`config.mk`:
```
export PLATFORM = sky130hd
export DESIGN_NAME = mem_arbiter_flat
export DESIGN_NICKNAME = d
export VERILOG_FILES = /design/src/rtl/mem_arb_if.sv /design/src/rtl/mem_arbiter.sv /design/src/flat_wrapper.sv
export SDC_FILE = /design/constraint.sdc
export NUM_CORES = 1
export LEC_CHECK = 0
export ABC_AREA = 0
export BUFFER_PORTS_ARGS = -buffer_cell sky130_fd_sc_hd__buf_2
export CORE_AREA = 2 2 119 121
export DETAILED_ROUTE_END_ITERATION = 7
export DIE_AREA = 0 0 121 123
export GPL_ROUTABILITY_DRIVEN = 0
export PLACE_DENSITY_LB_ADDON = 0.08
export SYNTH_ARGS = -nofsm -noshare
export SYNTH_HDL_FRONTEND = slang
export SYNTH_SLANG_ARGS = --single-unit
```
`constraint.sdc`:
```
create_clock -name clk -period 4.5 [get_ports clk]
set_input_delay 0.225 -clock clk [delete_from_list [all_inputs] [get_ports clk]]
set_output_delay 0.225 -clock clk [all_outputs]
set_load 0.01 [all_outputs]
```
`src/rtl/mem_arb_if.sv`:
```
// mem_arb_if: bundles the two requester ports, the shared read-data return
// and the single core memory port used by mem_arbiter.
// slave  : arbiter side.
// master : requesters plus memory model side.
interface mem_arb_if #(
    parameter int DATA_WIDTH = 32
);
    logic                  p0_req;
    logic [1:0]            p0_action;
    logic [DATA_WIDTH-1:0] p0_addr;
    logic [DATA_WIDTH-1:0] p0_wdata;
    logic                  p0_gnt;
    logic                  p0_rvalid;

    logic                  p1_req;
    logic [1:0]            p1_action;
    logic [DATA_WIDTH-1:0] p1_addr;
    logic [DATA_WIDTH-1:0] p1_wdata;
    logic                  p1_gnt;
    logic                  p1_rvalid;

    logic [DATA_WIDTH-1:0] rdata;

    logic                  mem_r_en;
    logic                  mem_w_en;
    logic [DATA_WIDTH-1:0] mem_r_addr;
    logic [DATA_WIDTH-1:0] mem_w_addr;
    logic [DATA_WIDTH-1:0] mem_w_data;
    logic [DATA_WIDTH-1:0] mem_r_data;

    modport slave (
        input  p0_req, p0_action, p0_addr, p0_wdata,
        input  p1_req, p1_action, p1_addr, p1_wdata,
        input  mem_r_data,
        output p0_gnt, p0_rvalid, p1_gnt, p1_rvalid, rdata,
        output mem_r_en, mem_w_en, mem_r_addr, mem_w_addr, mem_w_data
    );

    modport master (
        output p0_req, p0_action, p0_addr, p0_wdata,
        output p1_req, p1_action, p1_addr, p1_wdata,
        output mem_r_data,
        input  p0_gnt, p0_rvalid, p1_gnt, p1_rvalid, rdata,
        input  mem_r_en, mem_w_en, mem_r_addr, mem_w_addr, mem_w_data
    );
endinterface

```
`src/rtl/mem_arbiter.sv`:
```
// mem_arbiter: shares one core memory port between instruction fetch (port 0)
// and load/store (port 1). One access at a time; reads wait RD_LAT cycles and
// the captured data is returned with a one-cycle rvalid pulse to the winner.
// Build macro MEM_ARB_FIXED_PRIO_EN: port 1 always wins when both request
// (default build: round-robin against the last granted port).
module mem_arbiter #(
    parameter int DATA_WIDTH = 32,
    parameter int RD_LAT     = 1
) (
    input logic      clk,
    input logic      rst,
    mem_arb_if.slave bus
);

    typedef enum logic [1:0] {
        ST_IDLE  = 2'd0,
        ST_ISSUE = 2'd1,
        ST_WAIT  = 2'd2
    } state_t;

    state_t                state_q, state_d;
    logic                  last_gnt_q, last_gnt_d;
    logic                  win_q, win_d;
    logic                  wr_q, wr_d;
    logic [2:0]            cnt_q, cnt_d;

    logic                  p0_gnt_q, p0_gnt_d;
    logic                  p1_gnt_q, p1_gnt_d;
    logic                  p0_rvalid_q, p0_rvalid_d;
    logic                  p1_rvalid_q, p1_rvalid_d;
    logic                  mem_r_en_q, mem_r_en_d;
    logic                  mem_w_en_q, mem_w_en_d;
    logic [DATA_WIDTH-1:0] mem_addr_q, mem_addr_d;
    logic [DATA_WIDTH-1:0] mem_w_data_q, mem_w_data_d;
    logic [DATA_WIDTH-1:0] rdata_q, rdata_d;

    logic                  p0_valid_s;
    logic                  p1_valid_s;
    logic                  pick_s;
    logic [1:0]            sel_action_s;
    logic [DATA_WIDTH-1:0] sel_addr_s;
    logic [DATA_WIDTH-1:0] sel_wdata_s;

    // Qualify requests (action 00 is not a request) and choose the winner.
    always_comb begin
        p0_valid_s = bus.p0_req & (bus.p0_action != 2'b00);
        p1_valid_s = bus.p1_req & (bus.p1_action != 2'b00);
        if (p0_valid_s && p1_valid_s) begin
`ifdef MEM_ARB_FIXED_PRIO_EN
            pick_s = 1'b1;
`else
            pick_s = ~last_gnt_q;
`endif
        end else begin
            pick_s = p1_valid_s;
        end
        if (pick_s) begin
            sel_action_s = bus.p1_action;
            sel_addr_s   = bus.p1_addr;
            sel_wdata_s  = bus.p1_wdata;
        end else begin
            sel_action_s = bus.p0_action;
            sel_addr_s   = bus.p0_addr;
            sel_wdata_s  = bus.p0_wdata;
        end
    end

    // FSM next state, latched access info and next values of the registered outputs.
    always_comb begin
        state_d      = state_q;
        last_gnt_d   = last_gnt_q;
        win_d        = win_q;
        wr_d         = wr_q;
        cnt_d        = cnt_q;
        p0_gnt_d     = 1'b0;
        p1_gnt_d     = 1'b0;
        p0_rvalid_d  = 1'b0;
        p1_rvalid_d  = 1'b0;
        mem_r_en_d   = 1'b0;
        mem_w_en_d   = 1'b0;
        mem_addr_d   = mem_addr_q;
        mem_w_data_d = mem_w_data_q;
        rdata_d      = rdata_q;
        case (state_q)
            ST_IDLE: begin
                if (p0_valid_s || p1_valid_s) begin
                    // Outputs are registered, so the ISSUE-cycle values are loaded here.
                    win_d        = pick_s;
                    last_gnt_d   = pick_s;
                    wr_d         = sel_action_s[1];
                    p0_gnt_d     = ~pick_s;
                    p1_gnt_d     = pick_s;
                    mem_r_en_d   = sel_action_s[0] & ~sel_action_s[1];
                    mem_w_en_d   = sel_action_s[1];
                    mem_addr_d   = sel_addr_s;
                    mem_w_data_d = sel_wdata_s;
                    state_d      = ST_ISSUE;
                end else begin
                    state_d = ST_IDLE;
                end
            end
            ST_ISSUE: begin
                if (wr_q) begin
                    state_d = ST_IDLE;
                end else begin
                    cnt_d   = 3'(RD_LAT);
                    state_d = ST_WAIT;
                end
            end
            ST_WAIT: begin
                if (cnt_q == 3'd1) begin
                    // Memory data is valid this cycle; capture it and flag the winner.
                    cnt_d       = 3'd0;
                    rdata_d     = bus.mem_r_data;
                    p0_rvalid_d = ~win_q;
                    p1_rvalid_d = win_q;
                    state_d     = ST_IDLE;
                end else begin
                    cnt_d   = cnt_q - 3'd1;
                    state_d = ST_WAIT;
                end
            end
            default: begin
                state_d = ST_IDLE;
            end
        endcase
    end

    // State, arbitration history and output registers; reset drops any read in flight.
    always_ff @(posedge clk or posedge rst) begin
        if (rst) begin
            state_q      <= ST_IDLE;
            last_gnt_q   <= 1'b1;
            win_q        <= 1'b0;
            wr_q         <= 1'b0;
            cnt_q        <= 3'd0;
            p0_gnt_q     <= 1'b0;
            p1_gnt_q     <= 1'b0;
            p0_rvalid_q  <= 1'b0;
            p1_rvalid_q  <= 1'b0;
            mem_r_en_q   <= 1'b0;
            mem_w_en_q   <= 1'b0;
            mem_addr_q   <= {DATA_WIDTH{1'b0}};
            mem_w_data_q <= {DATA_WIDTH{1'b0}};
            rdata_q      <= {DATA_WIDTH{1'b0}};
        end else begin
            state_q      <= state_d;
            last_gnt_q   <= last_gnt_d;
            win_q        <= win_d;
            wr_q         <= wr_d;
            cnt_q        <= cnt_d;
            p0_gnt_q     <= p0_gnt_d;
            p1_gnt_q     <= p1_gnt_d;
            p0_rvalid_q  <= p0_rvalid_d;
            p1_rvalid_q  <= p1_rvalid_d;
            mem_r_en_q   <= mem_r_en_d;
            mem_w_en_q   <= mem_w_en_d;
            mem_addr_q   <= mem_addr_d;
            mem_w_data_q <= mem_w_data_d;
            rdata_q      <= rdata_d;
        end
    end

    assign bus.p0_gnt     = p0_gnt_q;
    assign bus.p1_gnt     = p1_gnt_q;
    assign bus.p0_rvalid  = p0_rvalid_q;
    assign bus.p1_rvalid  = p1_rvalid_q;
    assign bus.rdata      = rdata_q;
    assign bus.mem_r_en   = mem_r_en_q;
    assign bus.mem_w_en   = mem_w_en_q;
    assign bus.mem_r_addr = mem_addr_q;
    assign bus.mem_w_addr = mem_addr_q;
    assign bus.mem_w_data = mem_w_data_q;

endmodule

```
`src/flat_wrapper.sv`:
```
// flat-port wrapper written by rule: the top's interface ports become plain ports
module mem_arbiter_flat 
#(
    parameter int DATA_WIDTH = 32,
    parameter int RD_LAT     = 1
)
  (clk, rst, bus_p0_req, bus_p0_action, bus_p0_addr, bus_p0_wdata, bus_p1_req, bus_p1_action, bus_p1_addr, bus_p1_wdata, bus_mem_r_data, bus_p0_gnt, bus_p0_rvalid, bus_p1_gnt, bus_p1_rvalid, bus_rdata, bus_mem_r_en, bus_mem_w_en, bus_mem_r_addr, bus_mem_w_addr, bus_mem_w_data);
  mem_arb_if #(.DATA_WIDTH(DATA_WIDTH)) bus_i ();
  input logic clk;
  input logic rst;
  input wire logic [$bits(bus_i.p0_req)-1:0] bus_p0_req;
  input wire logic [$bits(bus_i.p0_action)-1:0] bus_p0_action;
  input wire logic [$bits(bus_i.p0_addr)-1:0] bus_p0_addr;
  input wire logic [$bits(bus_i.p0_wdata)-1:0] bus_p0_wdata;
  input wire logic [$bits(bus_i.p1_req)-1:0] bus_p1_req;
  input wire logic [$bits(bus_i.p1_action)-1:0] bus_p1_action;
  input wire logic [$bits(bus_i.p1_addr)-1:0] bus_p1_addr;
  input wire logic [$bits(bus_i.p1_wdata)-1:0] bus_p1_wdata;
  input wire logic [$bits(bus_i.mem_r_data)-1:0] bus_mem_r_data;
  output wire logic [$bits(bus_i.p0_gnt)-1:0] bus_p0_gnt;
  output wire logic [$bits(bus_i.p0_rvalid)-1:0] bus_p0_rvalid;
  output wire logic [$bits(bus_i.p1_gnt)-1:0] bus_p1_gnt;
  output wire logic [$bits(bus_i.p1_rvalid)-1:0] bus_p1_rvalid;
  output wire logic [$bits(bus_i.rdata)-1:0] bus_rdata;
  output wire logic [$bits(bus_i.mem_r_en)-1:0] bus_mem_r_en;
  output wire logic [$bits(bus_i.mem_w_en)-1:0] bus_mem_w_en;
  output wire logic [$bits(bus_i.mem_r_addr)-1:0] bus_mem_r_addr;
  output wire logic [$bits(bus_i.mem_w_addr)-1:0] bus_mem_w_addr;
  output wire logic [$bits(bus_i.mem_w_data)-1:0] bus_mem_w_data;
  assign bus_i.p0_req = bus_p0_req;
  assign bus_i.p0_action = bus_p0_action;
  assign bus_i.p0_addr = bus_p0_addr;
  assign bus_i.p0_wdata = bus_p0_wdata;
  assign bus_i.p1_req = bus_p1_req;
  assign bus_i.p1_action = bus_p1_action;
  assign bus_i.p1_addr = bus_p1_addr;
  assign bus_i.p1_wdata = bus_p1_wdata;
  assign bus_i.mem_r_data = bus_mem_r_data;
  assign bus_p0_gnt = bus_i.p0_gnt;
  assign bus_p0_rvalid = bus_i.p0_rvalid;
  assign bus_p1_gnt = bus_i.p1_gnt;
  assign bus_p1_rvalid = bus_i.p1_rvalid;
  assign bus_rdata = bus_i.rdata;
  assign bus_mem_r_en = bus_i.mem_r_en;
  assign bus_mem_w_en = bus_i.mem_w_en;
  assign bus_mem_r_addr = bus_i.mem_r_addr;
  assign bus_mem_w_addr = bus_i.mem_w_addr;
  assign bus_mem_w_data = bus_i.mem_w_data;
  mem_arbiter #(.DATA_WIDTH(DATA_WIDTH), .RD_LAT(RD_LAT)) u_core (.clk(clk), .rst(rst), .bus(bus_i));
endmodule
```
; ---- After elaboration in Yosys (flattened, before gate mapping)
; Cells that the tools add are included.
[op_classes]
addsub = 1
n_reduce_logical = 9
magnitude_cmp = 0
muxes = 23
n_bitwise = 7
eq_ne = 4
multipliers = 0
n_shift = 0
n_div = 0
[ops]
columns = op, n
row1 = $mux 32, 2
row2 = $mux 1, 14
row3 = $mux 2, 3
row4 = $mux 3, 2
row5 = $pmux 2 s3, 1
row6 = $pmux 3 s2, 1
row7 = $reduce_and 2->1, 3
row8 = $reduce_bool 2->1, 3
row9 = $not 1->1, 4
row10 = $and 1x1->1, 3
row11 = $eq 3x1->1 const B, 1
row12 = $sub 3x1->3 const B, 1
row13 = $eq 2x1->1 const B, 1
row14 = $eq 2x2->1 const B, 1
row15 = $logic_not 2->1, 1
row16 = $ne 2x2->1 const B, 1
row17 = $logic_and 1x1->1, 1
row18 = $logic_or 1x1->1, 1
[totals]
output_inout_bits = 134
latchBits = 0
elab_cells = 58
memories = 0
ramBits = 0
mem_bits_ro = 0
register_bits = 110

; ---- Longest topological paths before layout
[logic_depth]
depth_word = 9
depth_mapped = 7
depth_no_buf = 5

; ---- Worst setup path after synthesis
; Ideal clock, no wire load.
[synth_path]
path_kind = register -> register
startpoint = register u_core.cnt_q[1]
endpoint = register u_core.rdata_q[0] (netlist: u_core.bus.rdata[0])
setup_slack_ns = 2.943
period_less_slack_ns = 1.557
n_path_buf = 2
path_stages_with_launch = 8
required_time_ns = 4.375
t_arrival_ns = 1.432
cell_sequence = dfrtp_1 -> inv_1 -> ha_1 -> nor2b_1 -> and2_4 -> buf_12 -> buf_12 -> mux2_4
[synth_via]
elab_chain_cells = 2
[synth_rtl]
columns = element, line
row1 = "start, declared", mem_arbiter.sv:25  ; logic [2:0] cnt_q, cnt_d;
row2 = "start signal, assigned", mem_arbiter.sv:151  ; cnt_q <= cnt_d;
row3 = $eq 3x1->1, mem_arbiter.sv:111  ; if (cnt_q == 3'd1) begin
row4 = $reduce_and 2->1 (no line), --
row5 = "end signal, assigned", mem_arbiter.sv:145  ; rdata_q <= {DATA_WIDTH{1'b0}};
row6 = "end signal, assigned", mem_arbiter.sv:160  ; rdata_q <= rdata_d;
row7 = "end, declared", mem_arbiter.sv:35  ; logic [DATA_WIDTH-1:0] rdata_q, rdata_d;
; Every way passes these cells.
; A chain may end at the register's enable or synchronous reset.

; ---- Worst setup path in the final report
[layout_path]
startpoint = register u_core.state_q[0]
endpoint = register u_core.mem_w_data_q[23] (netlist: u_core.bus.mem_w_data[23])
[layout_via]
elab_chain_cells = 2
[layout_rtl]
columns = element, line
row1 = "start, declared", mem_arbiter.sv:21  ; state_t state_q, state_d;
row2 = "start signal, assigned", mem_arbiter.sv:147  ; state_q <= state_d;
row3 = $logic_not 2->1, mem_arbiter.sv:84  ; case (state_q)
row4 = $reduce_and 2->1 (no line), --
row5 = "end signal, assigned", mem_arbiter.sv:144  ; mem_w_data_q <= {DATA_WIDTH{1'b0}};
row6 = "end signal, assigned", mem_arbiter.sv:159  ; mem_w_data_q <= mem_w_data_d;
row7 = "end, declared", mem_arbiter.sv:34  ; logic [DATA_WIDTH-1:0] mem_w_data_q, mem_w_data_d;
; Every way passes these cells.

==> flow_summary.yaml <==
sta:
  setup_viol_count_final: 0
  skew_ns: 0.007552
  finalHoldViolCount: 0
  max_freq_mhz: 419.0
  finalCritPeriodShare: 0.5304
  period_needed_ns: 2.387
  worst_pin_slew_ns: 1.231
  rsz0062_at_grt: "no"
  layout_setup_ws_ns: 2.113
  slew_viol_final: 0
  setup_tns_ns: 0
  slew_headroom: 0.1768
worst_setup_path:
  cp-start-kind: "register"
  critPathKind: "register to register"
  reg2reg_slack_ns: 2.11
  slowest_delay_ns: 1.04
  rr_startpoint: "u_core.state_q[0]"
  cp.required_ns: 4.73
  path_max_fanout: 45
  slowest_stage: "a211oi_4"
  reg2reg_depth: 4
  worstSetupEndpointType: "register"
  r2r_end: "u_core.bus.mem_w_data[23]"
  path_cells: "a211oi_4, buf_12, nor2b_1, a221o_1"
  arrival_ns: 2.61
die:
  die_area_um2: 14880
  top_level_ports: 302
  core_area_um2: 13610
  die_w_um: 121
  start_util: 0.3680
  die_h_um: 123
  rows: 43
layout:
  multiInputGateArea_um2: 1769
  seq_area_um2: 2754
  final_common_cell: "buf_2"
  fin_util: 0.4897
  fillers: 1248
  num-nets-final: 795
  stdcell_count: 811
  drive_above_1_share: 0.5762
  layout_common_cells: "301 x buf_2, 109 x dfrtp_1, 67 x nor2b_1, 64 x a221o_1, 28 x mux2_4"
  syn2layout_area_growth_pct: 33.08
clocking:
  h-tree-depth: 3
  numCtsBuffers: 9
  cts_setup_buffers: 0
  clock_path_buffers: 2
  clock_latency_ns: 0.35
  root_buffer: "clkbuf_16"
  cts-resized-gates: 0
  cts.clk_slew.worst_paths_ns: 0.07
  cts_num_sinks: 110
  cts_tree: "yes"
  hold_buffers: 0
logic_synthesis:
  synth_area_um2: 5009
  synth.net_count: 536
  syn_inst: 366
  ys_warn_count: 0
  syn_area_per_cell_um2: 13.68
  seq_area_frac_synth: 0.5498
  synth.distinct_cells: 31
  synth_seq_cells: 110
drt:
  drt_drc_violations_left: 0
  wl_per_cell_um: 16.97
  vias: 3931
  ant_nets: 0
  wl_um: 13760
  vias_per_cell: 4.847
  first_iter_violations: 175
  first_pass_iters: 5
global_routing:
  grt_antenna_before_repair: 1
  grt_pass1_wl_um: 20700
  grt_pass1_vias: 3969
  grt_max_degree: 74
  grt.overflow.total: 0
  grt.total_usage: 0.1805
power_and_ir_drop:
  cell_internal_pwr_mw: 3.048
  p_sw_mw: 1.625
  leakagePower_nw: 3.487
  vdd_drop_max_mv: 0.2610
  power_density_nw_per_um2: 701.0
  swShare: 0.3477
  clock_power_share: 0.189
  p_seq_frac: 0.374
  power_frac_comb: 0.437
job:
  maxCapViolations: 0
outcome:
  status: "finished clean"
placement:
  io_buffers: 301
  dp_slack_ns: 2.119
  post-dp-hpwl_um: 9896
  dp.cells: 794
min_path:
  hp-class: "input port to asynchronous set/reset pin"
==> flip-flops by register name, indices dropped and copies added, names as in the netlist, 2 cells and up <==
signal                 flops
u_core.cnt_q               3
u_core.state_q             2
u_core.bus.mem_w_data     32
u_core.bus.mem_r_addr     32
u_core.bus.rdata          32
==> metal layers <==
metal | track usage | part of all wire
met5 | 0 | 0
met4 | 0.09157 | 0.032
met1 | 0.2210 | 0.40
met2 | 0.3058 | 0.50
met3 | 0.03321 | 0.061
==> Yosys cell counts <==
library cell / count / area share
a211oi_4: 1 / 0.0040
a21oi_1: 4 / 0.0040
a221o_1: 64 / 0.13
and2_1: 1 / 0.0012
and2_4: 1 / 0.0017
and3_2: 1 / 0.0015
buf_12: 4 / 0.016
buf_2: 8 / 0.0080
buf_4: 38 / 0.057
buf_6: 6 / 0.013
clkbuf_1: 1 / 0.00075
dfrtp_1: 109 / 0.54
dfstp_2: 1 / 0.0052
ha_1: 2 / 0.0050
inv_1: 4 / 0.0030
mux2_2: 4 / 0.0090
mux2_4: 28 / 0.084
mux2i_1: 1 / 0.0020
nand2_1: 2 / 0.0015
nand3_1: 1 / 0.0010
nor2_1: 8 / 0.0060
nor2b_1: 67 / 0.084
nor2b_2: 1 / 0.0017
nor3_2: 1 / 0.0020
nor4_4: 1 / 0.0042
o21ai_0: 1 / 0.0010
o21ai_2: 2 / 0.0035
o21bai_2: 1 / 0.0022
o31ai_1: 1 / 0.0015
or2b_1: 1 / 0.0015
xnor2_1: 1 / 0.0017
==> power groups by stage <==
stage          Clock, mW  Sequential [mW]  Combinational [mW]
2_1_floorplan          0             1.93                1.27
3_3_place_gp           0             1.75                2.05
3_5_place_dp           0             1.75                2.08
4_1_cts            0.911             1.75                2.08
5_1_grt            0.945             1.81                2.23
6_report           0.882             1.75                2.04
==> critical path: cells and delay by family, from the launching register on <==
family          cells  cell delay (ns)
flops               1             0.52
buf+inv             1             0.32
compound gates      2             1.31
simple gates        1             0.08
==> stage by stage <==
step                hold slack [ns]  power [mW]  instance area (um^2)
floorplan                    0.3700       3.203                  5009
global placement             0.4309       3.805                  6327
detailed placement           0.4409       3.828                  6327
CTS                         0.08194       4.739                  6663
global route                0.08681       4.987                  6665
finish                      0.09118       4.672                  6665
==> worst max-delay path by stage <==
stage | endpoint | slack (ns) | startpoint
finish | u_core.bus.mem_w_data[23] | 2.11 | u_core.state_q[0]
global placement | u_core.bus.mem_r_addr[23] | 2.12 | bus_p0_action[1]
global route | u_core.bus.mem_w_data[23] | 1.98 | u_core.state_q[0]
detailed placement | u_core.bus.mem_w_data[23] | 2.12 | u_core.state_q[0]
floorplan | u_core.bus.mem_r_addr[0] | 1.37 | rst
CTS | u_core.bus.mem_r_addr[30] | 2.11 | u_core.state_q[0]
==> final cells by class <==
class                      count  share of cell area
antenna                        1           0.0003754
clock buffer                  13             0.04055
clock inverter                 3            0.009762
inverter                       4            0.002628
multi-input combinational    195              0.2654
sequential                   110              0.4132
tap                          180             0.03379
timing repair buffer         305              0.2343
==> cells by family (layout without fill, tap and decap cells) <==
group                    count (synthesis)  count (layout)  synth area share
AO/OA/AOI/OAI                           74              74            0.1441
other                                    0               1                 0
AND/OR/NAND/NOR                         85              85            0.1062
adder cells (fa/ha/maj)                  2               2          0.004995
flip-flops                             110             110            0.5498
buffers and inverters                   61             325           0.09817
multiplexers                            33              33           0.09493
XOR/XNOR                                 1               1          0.001749
Power figures use the tool's default switching activity.
